File: src/rtl/oled_spi_driver.sv
// SSD1306 128x64 OLED driver: hard reset, init sequence, then one address window plus 1024 data bytes per frame over 4-wire SPI mode 0.
// Define OLED_INVERT_EN to add the invert input (per-frame inversion of data bytes).
module oled_spi_driver #(
   parameter int CLK_DIV      = 4,
   parameter int RESET_CYCLES = 1000,
   parameter int BOOT_CYCLES  = 1000,
   parameter int FRAME_GAP    = 0
) (
   input  logic       clk,
   input  logic       rst_n,
`ifdef OLED_INVERT_EN
   input  logic       invert,
`endif
   input  logic [7:0] data_in,
   output logic [9:0] byte_counter,
   output logic       sclk,
   output logic       mosi,
   output logic       cs_n,
   output logic       dc,
   output logic       res_n,
   output logic       frame_done
);

   typedef enum logic [2:0] {RST_HOLD, BOOT_WAIT, INIT, WINDOW, FETCH, SEND, GAP} state_e;

   localparam logic [7:0] INIT_SEQ [0:24] = '{
      8'hAE, 8'hD5, 8'h80, 8'hA8, 8'h3F, 8'hD3, 8'h00, 8'h40, 8'h8D, 8'h14,
      8'h20, 8'h00, 8'hA1, 8'hC8, 8'hDA, 8'h12, 8'h81, 8'hCF, 8'hD9, 8'hF1,
      8'hDB, 8'h40, 8'hA4, 8'hA6, 8'hAF};
   localparam logic [7:0] WIN_SEQ [0:5] = '{8'h21, 8'h00, 8'h7F, 8'h22, 8'h00, 8'h07};

   // A byte is 18 CLK_DIV-long phases: 0 = dc setup with cs_n high, 1..16 = eight
   // low/high sclk halves, 17 = trailing low half before cs_n is released.
   localparam logic [4:0] LAST_PHASE = 5'd17;

   state_e      state_q;
   logic [31:0] cnt_q;
   logic [31:0] div_q;
   logic [4:0]  phase_q;
   logic [4:0]  idx_q;
   logic [7:0]  shift_q;
   logic [7:0]  data_q;
   logic [9:0]  byte_cnt_q;
   logic        sclk_q, mosi_q, cs_n_q, dc_q, res_n_q, frame_done_q;
`ifdef OLED_INVERT_EN
   logic        inv_q;
`endif

   logic [7:0]  cur_byte;
   logic        half_end;

   assign half_end = (div_q == 32'(CLK_DIV - 1));

   always_comb begin
      // NOTE: default first so every path assigns cur_byte and no latch is inferred.
      cur_byte = data_q;
      if (state_q == INIT)
         cur_byte = INIT_SEQ[idx_q];
      else if (state_q == WINDOW)
         cur_byte = WIN_SEQ[idx_q[2:0]];
   end

`ifdef OLED_INVERT_EN
   // Polarity is frozen on the first WINDOW cycle and held for the whole frame.
   always_ff @(posedge clk or negedge rst_n) begin
      if (!rst_n)
         inv_q <= 1'b0;
      else if (state_q == WINDOW && idx_q == '0 && phase_q == '0 && div_q == '0)
         inv_q <= invert;
   end
`endif

   always_ff @(posedge clk or negedge rst_n) begin
      if (!rst_n) begin
         state_q      <= RST_HOLD;
         cnt_q        <= '0;
         div_q        <= '0;
         phase_q      <= '0;
         idx_q        <= '0;
         shift_q      <= '0;
         data_q       <= '0;
         byte_cnt_q   <= '0;
         sclk_q       <= 1'b0;
         mosi_q       <= 1'b0;
         cs_n_q       <= 1'b1;
         dc_q         <= 1'b0;
         res_n_q      <= 1'b0;
         frame_done_q <= 1'b0;
      end else begin
         // NOTE: non-blocking throughout so every register sees pre-edge values.
         frame_done_q <= 1'b0;
         case (state_q)
            RST_HOLD:
               if (cnt_q == 32'(RESET_CYCLES - 1)) begin
                  res_n_q <= 1'b1;
                  cnt_q   <= '0;
                  state_q <= BOOT_WAIT;
               end else cnt_q <= cnt_q + 32'd1;
            BOOT_WAIT:
               if (cnt_q == 32'(BOOT_CYCLES - 1)) begin
                  cnt_q   <= '0;
                  state_q <= INIT;
               end else cnt_q <= cnt_q + 32'd1;
            GAP:
               if (cnt_q == 32'(FRAME_GAP - 1)) begin
                  cnt_q   <= '0;
                  state_q <= WINDOW;
               end else cnt_q <= cnt_q + 32'd1;
            FETCH:
               // Source answers one cycle after byte_counter moves; take it on the second.
               if (cnt_q == 32'd1) begin
                  cnt_q   <= '0;
`ifdef OLED_INVERT_EN
                  data_q  <= inv_q ? ~data_in : data_in;
`else
                  data_q  <= data_in;
`endif
                  dc_q    <= 1'b1;
                  state_q <= SEND;
               end else cnt_q <= cnt_q + 32'd1;
            default: begin
               if (!half_end) begin
                  div_q <= div_q + 32'd1;
               end else begin
                  div_q   <= '0;
                  phase_q <= phase_q + 5'd1;
                  if (phase_q == '0) begin
                     cs_n_q  <= 1'b0;
                     mosi_q  <= cur_byte[7];
                     shift_q <= {cur_byte[6:0], 1'b0};
                  end else if (phase_q == LAST_PHASE) begin
                     phase_q <= '0;
                     cs_n_q  <= 1'b1;
                     mosi_q  <= 1'b0;
                     case (state_q)
                        INIT:
                           if (idx_q == 5'd24) begin
                              idx_q   <= '0;
                              state_q <= WINDOW;
                           end else idx_q <= idx_q + 5'd1;
                        WINDOW:
                           if (idx_q == 5'd5) begin
                              idx_q   <= '0;
                              cnt_q   <= '0;
                              state_q <= FETCH;
                           end else idx_q <= idx_q + 5'd1;
                        default: begin
                           cnt_q <= '0;
                           if (byte_cnt_q == 10'd1023) begin
                              frame_done_q <= 1'b1;
                              byte_cnt_q   <= '0;
                              dc_q         <= 1'b0;
                              state_q      <= (FRAME_GAP == 0) ? WINDOW : GAP;
                           end else begin
                              byte_cnt_q <= byte_cnt_q + 10'd1;
                              state_q    <= FETCH;
                           end
                        end
                     endcase
                  end else if (phase_q[0]) begin
                     sclk_q <= 1'b1;
                  end else begin
                     sclk_q <= 1'b0;
                     if (phase_q != 5'd16) begin
                        mosi_q  <= shift_q[7];
                        shift_q <= {shift_q[6:0], 1'b0};
                     end
                  end
               end
            end
         endcase
      end
   end

   assign byte_counter = byte_cnt_q;
   assign sclk         = sclk_q;
   assign mosi         = mosi_q;
   assign cs_n         = cs_n_q;
   assign dc           = dc_q;
   assign res_n        = res_n_q;
   assign frame_done   = frame_done_q;

endmodule

File: config.mk
export PLATFORM = sky130hd
export DESIGN_NAME = oled_spi_driver
export DESIGN_NICKNAME = d
export VERILOG_FILES = /design/src/rtl/oled_spi_driver.sv
export SDC_FILE = /design/constraint.sdc
export NUM_CORES = 1
export LEC_CHECK = 0
export ABC_AREA = 1
export CAP_MARGIN = 0
export CELL_PAD_IN_SITES_DETAIL_PLACEMENT = 1
export CELL_PAD_IN_SITES_GLOBAL_PLACEMENT = 2
export CORE_ASPECT_RATIO = 1.5
export CORE_MARGIN = 5
export CORE_UTILIZATION = 39
export DETAILED_ROUTE_END_ITERATION = 12
export PLACE_DENSITY_LB_ADDON = 0.05
export SYNTH_ARGS = -nofsm -noshare
export SYNTH_HDL_FRONTEND = slang
export SYNTH_SLANG_ARGS = --single-unit
File: constraint.sdc
create_clock -name clk -period 3.1 [get_ports clk]
set_input_delay 0.465 -clock clk [delete_from_list [all_inputs] [get_ports clk]]
set_output_delay 0.465 -clock clk [all_outputs]
set_load 0.01 [all_outputs]
==> results.toml, run 1 <==
[pwr]
p_total_mw = 2.66
internal_power_mw = 2.06
combPwrFrac_pct = 2.2
peakVddDrop_mv = 0.248
p_seq_share_pct = 53.3
power_density_nw_per_um2 = 317
leakage_nw = 3.88
switching_share_pct = 22.4
switchingPower_uw = 594
power.share.clock_pct = 44.5

[detailed_routing]
drt-initial-drc-count = 287
drt.antenna.violating_nets = 0
num_vias = 7184
via_per_inst = 5.28
post_drt_wl_per_cell_um = 17.6
first_pass_iters = 4
wl_um = 23900
drc = 0

[synth]
yosys_warnings = 0
synthesis.instances = 1084
synthDistinctLibCells = 52
synth_area_um2 = 7610
async_flop_share_pct = 100
syn_nets = 1107
ys_seq_area_share_pct = 35.5
ys_seq_elements = 108
synth_edf_count = 0
syn_avg_cell_area_um2 = 7.02
synthFlopType = "dfrtp_1"

[timing]
fin_tns_setup_ns = 0
period_needed_ns = 2.24
hold_viol = 0
finClkSkew_ns = 0.00864
slew_headroom_pct = 55.4
final_max_slew_viol_count = 0
max_freq_mhz = 447
setup_ws_ns = 0.862
post-route-period-util_pct = 72.2
tightestPinTransition_ns = 0.668
setup_violations = 0
holdWs_ns = 0.0526
rsz0062_at_grt = "false"

[floorplanning]
ios = 26
num_rows = 62
core-area_um2 = 19200
die_w_um = 124
dieArea_um2 = 22500
fp.dieH_um = 181
initial_core_util_pct = 39.7

[worst_hold_path]
min_path_type = "in2async"

[clock_tree]
tritoncts = "yes"
cts_root_buf = "clkbuf_16"
cts_made_buffers = 9
clock-sinks = 108
cts.clk_slew.worst_paths_ns = 0.08
cts_resized = 0
postCtsHoldBufs = 0
htree_levels = 3
cts_buffer_depth = 2
cts_setup_buffers = 0
clk_latency_ns = 0.36

[place]
gp_congestion = 0.876
dp_hpwl_um = 18800
port_buffers = 25
dp_cells = 1344
dpl_worst_slack_ns = 0.845

[flow_run]
max_cap_violations = 0

[outcome]
outcome = "complete, no violations"

[setup_path]
start_kind = "register"
critPathKind = "reg2reg"
cp_max_fo = 6
critPathArrivalTime_ns = 2.49
crit_required_ns = 3.35
end_kind = "register"

[final_layout]
mostFrequentLayoutCells = "nand2_1 (282), nor2_1 (150), nand3_1 (107), dfrtp_1 (107), inv_1 (92)"
stdcell_count = 1360
drive_above_1_share_pct = 8.42
diodes = 0
syn2layout_area_growth_pct = 10.2
nets = 1122
final_common_cell = "nand2_1"

[global_routing]
grt_pass1_vias = 7699
antenna_found_initial = 0
grt_max_degree = 53
grt_first_pass_wirelength_um = 40100
grt_usage_pct = 22.6
grt.overflow.total = 0
cells in the mapped netlist, types with 5 or more instances:
cell,n,share of area [%]
buf_2,11,0.72
clkbuf_1,7,0.35
nor2_2,8,0.66
nand2_2,9,0.74
nor2_1,152,7.5
mux2_2,8,1.2
or2_2,9,0.74
inv_2,5,0.25
buf_4,7,0.69
dfrtp_1,107,35
o211ai_1,12,1.2
inv_1,92,4.5
nand3_2,5,0.66
nor2_4,10,1.5
ha_1,13,2.1
nor3_1,25,1.6
a21o_1,11,1.1
nand3b_1,5,0.49
xor2_1,30,3.5
nand3_1,107,7.0
a21oi_1,29,1.9
o21ai_0,45,3.0
nand2_1,282,14
o311ai_0,6,0.69
nand4_1,41,3.4
flip-flops by register name, indices dropped and copies added (netlist names):
signal	count
phase_q	5
res_n	1
byte_counter	10
mosi	1
shift_q	7
cnt_q	32
div_q	32
idx_q	5
state_q	3
frame_done	1
dc	1
data_q	8
cs_n	1
sclk	1
power by group through the flow:
| stage | Combinational, mW | Sequential, mW | Clock, mW |
|---|---|---|---|
| 2_1_floorplan | 0.0113 | 1.44 | 0 |
| 3_3_place_gp | 0.0603 | 1.44 | 0 |
| 3_5_place_dp | 0.0610 | 1.44 | 0 |
| 4_1_cts | 0.0615 | 1.42 | 1.22 |
| 5_1_grt | 0.0671 | 1.42 | 1.29 |
| 6_report | 0.0579 | 1.42 | 1.18 |
through the flow:
stage          util [%]  instance area [um2]
3_3_place_gp       42.3                 8100
2_1_floorplan         -                 7610
4_1_cts            43.8                 8390
6_report           43.8                 8390
5_1_grt            43.8                 8390
3_5_place_dp       42.3                 8100
per-layer routing:
metal	GRT usage (%)	part of all wire [%]	up-vias
met2	43.1	56	52
li1	-	-	3612
met5	0	0	-
met1	25.5	41	3488
met3	2.50	1.3	32
met4	7.11	2.5	0
layout make-up:
type                       count  area [um2]
fill                        2517       10800
multi-input combinational    849        4390
sequential                   108        2700
inverter                      98         370
timing repair buffer          33         320
tap                          256         320
clock buffer                  12         236
clock inverter                 4        50.0
path summary, 6_finish.rpt:
path                              endpoint       start  cells after the start  slack (ns)
worst min-delay path             cnt_q[12]       rst_n                      1        0.05
worst max-delay path            shift_q[2]    div_q[0]                     12        0.86
worst min register to register  shift_q[4]  shift_q[4]                      2        0.47
min in group clk                shift_q[4]  shift_q[4]                      2        0.47
worst max register to register  shift_q[2]    div_q[0]                     12        0.86
max in group asynchronous             cs_n       rst_n                      2        2.25
cell families after synthesis:
family,synth area share (%)
DFF,35.5
and+or+nand+nor,40.8
buffers and inverters,6.94
adders and majority gates,2.14
xor gates and xnor gates,3.91
muxes,1.31
AOI/OAI and AO/OA,9.42
critical path, stage by stage (launching register included):
cell     delay, ns
dfrtp_1       0.40
ha_1          0.29
inv_1         0.09
nor2_1        0.09
nand3_1       0.09
nor2_1        0.09
nand2_1       0.06
nor2_2        0.20
nand2_1       0.27
nor3_2        0.36
inv_1         0.08
nand2_1       0.06
nand2_1       0.04
(Power assumes the default switching activity.)
==> run 2, diff against run 1 <==
--- a/config.mk
+++ b/config.mk
@@ -11,7 +11,7 @@
 export CELL_PAD_IN_SITES_GLOBAL_PLACEMENT = 2
 export CORE_ASPECT_RATIO = 1.5
 export CORE_MARGIN = 5
-export CORE_UTILIZATION = 39
+export CORE_UTILIZATION = 36
 export DETAILED_ROUTE_END_ITERATION = 12
 export PLACE_DENSITY_LB_ADDON = 0.05
 export SYNTH_ARGS = -nofsm -noshare
==> constraint.sdc (replaced) <==
create_clock -name clk -period 2.2 [get_ports clk]
set_input_delay 0.33 -clock clk [delete_from_list [all_inputs] [get_ports clk]]
set_output_delay 0.33 -clock clk [all_outputs]
set_load 0.01 [all_outputs]
==> run 2 against run 1 <==
Via count rose by 3.1%. Sequential share of layout area down 1.4 points. Core utilization decreased by 1.9 points. Cell count increased by 4.3%. Setup slack got worse by 0.69 ns. Final area is 4.5% higher. Critical path type unchanged. Count of clock-buffer cells in the layout grew 3.
==> results.toml, run 2 (same netlist as run 1, synthesis figures left out) <==
[final_layout]
post-route-util_pct = 41.9
diodes = 0
multi_input_area_um2 = 4400
fill_cells = 2681
final_common_cell = "nand2_1"
nets = 1168
drive_above_1_share_pct = 12.3
stdcell_count = 1418
mostFrequentLayoutCells = "nand2_1 (282), nor2_1 (150), nand3_1 (107), dfrtp_1 (106), inv_1 (91)"
syn2layout_area_growth_pct = 15.1
regArea_um2 = 2710

[setup_path]
cp_max_fo = 8
r2r.worst_path.cells = 10
critPathArrivalTime_ns = 2.29
end_kind = "register"
start_kind = "register"
timing.rr.start = "state_q[2]"
crit_required_ns = 2.46
r2r_slack_ns = 0.17
rr_endpoint = "div_q[19]"
critPathKind = "reg2reg"

[pwr]
power.share.clock_pct = 44.2
p_seq_share_pct = 53.5
internal_power_mw = 2.89
combPwrFrac_pct = 2.3
power_density_nw_per_um2 = 426
leakage_nw = 4.11
peakVddDrop_mv = 0.336
switching_share_pct = 22.6
switchingPower_uw = 844

[detailed_routing]
drt.antenna.violating_nets = 0
wl_um = 24900
first_pass_iters = 4
drc = 0
via_per_inst = 5.22
num_vias = 7405
post_drt_wl_per_cell_um = 17.6
drt-initial-drc-count = 291

[global_routing]
grt_usage_pct = 21.5
grt_first_pass_wirelength_um = 41400
grt_max_degree = 52
grt.overflow.total = 0
antenna_found_initial = 0
grt_pass1_vias = 7939

[clock_tree]
cts_made_buffers = 9
cts.clk_slew.worst_paths_ns = 0.08
clk_latency_ns = 0.37
tritoncts = "yes"
cts_buffer_depth = 2
cts_root_buf = "clkbuf_16"
clock-sinks = 108
htree_levels = 3
cts_setup_buffers = 0

[flow_run]
max_cap_violations = 0

[floorplanning]
core-area_um2 = 20900
initial_core_util_pct = 36.4
num_rows = 65
fp.dieH_um = 188
die_w_um = 129
dieArea_um2 = 24200
ios = 26

[place]
gp_congestion = 0.869
port_buffers = 25
dp_hpwl_um = 19600
dp_cells = 1401

[timing]
finClkSkew_ns = 0.00971
rsz0062_at_grt = "false"
tightestPinTransition_ns = 0.514
period_needed_ns = 2.03
slew_headroom_pct = 65.5
final_max_slew_viol_count = 0
max_freq_mhz = 493
fin_tns_setup_ns = 0
post-route-period-util_pct = 92.2
hold_viol = 0
setup_violations = 0

[worst_hold_path]
holdPathEnd = "shift_q[2]"
min_path_type = "reg2reg"
hold-path-cell-count = 2
min_from = "shift_q[2]"

[outcome]
outcome = "complete, no violations"
-- run 2: changes by cell type in the layout (fill, tap and decap cells not counted), moves of 2 or more --
cell        change
buf_4          +45
clkbuf_8        +3
clkinvlp_4      -2
ha_1            -2
ha_2            +2
-- run 2: through the flow --
step	power [mW]	instance area, um2	setup slack [ns]	hold slack (ns)
2_1_floorplan	2.05	7610	0.457	0.0344
3_3_place_gp	2.12	8450	0.106	0.365
3_5_place_dp	2.12	8450	0.118	0.367
4_1_cts	3.81	8750	0.0945	0.481
5_1_grt	3.88	8760	0.00507	0.497
6_report	3.73	8760	0.172	0.473
-- run 2: how the worst max path moves through the flow --
stage / from / slack (ns) / end
after global routing: div_q[0] / 0.005 / shift_q[7]
after CTS: cnt_q[0] / 0.09 / state_q[0]
after floorplan: cnt_q[0] / 0.46 / state_q[0]
after global placement: div_q[0] / 0.11 / cnt_q[31]
final: state_q[2] / 0.17 / div_q[19]
after detailed placement: cnt_q[0] / 0.12 / state_q[0]
-- run 2: layer usage --
layer	wire, um	vias up	global-route usage (%)
met3	335	38	2.45
met5	0	-	0
li1	-	3696	-
met2	13500	63	39.5
met4	786	0	7.80
met1	10300	3608	25.0
-- run 2: what timing repair did --
item	CTS	global route
hold endpoints to repair	51	0
hold buffers	1	0
resized for setup	0	5
setup endpoints to repair	0	11
-- run 2: power groups by stage --
stage / Sequential, mW / Clock [mW] / Combinational [mW]
3_3_place_gp: 2.04 / 0 / 0.0876
4_1_cts: 2.00 / 1.72 / 0.0899
3_5_place_dp: 2.04 / 0 / 0.0883
2_1_floorplan: 2.03 / 0 / 0.0159
5_1_grt: 2.00 / 1.79 / 0.0988
6_report: 2.00 / 1.65 / 0.0850
-- run 2: layout make-up --
cell class              instances  area share, %
multi-input cells             849           50.2
inverters                      98           4.23
clock buffers                  15           3.17
well taps                     268           3.83
clock inverters                 1         0.0571
flip-flops and latches        108           30.9
repair buffers                 79           7.63
-- run 2: worst max-delay path: stages, from the launching register on --
cell,delay (ns)
dfrtp_1,0.49
inv_4,0.13
nor2_4,0.06
nor2_4,0.24
nand2_2,0.13
nor2_4,0.15
nand4_1,0.14
nor2_1,0.23
nand3_1,0.14
nand2_1,0.13
nor2_1,0.05
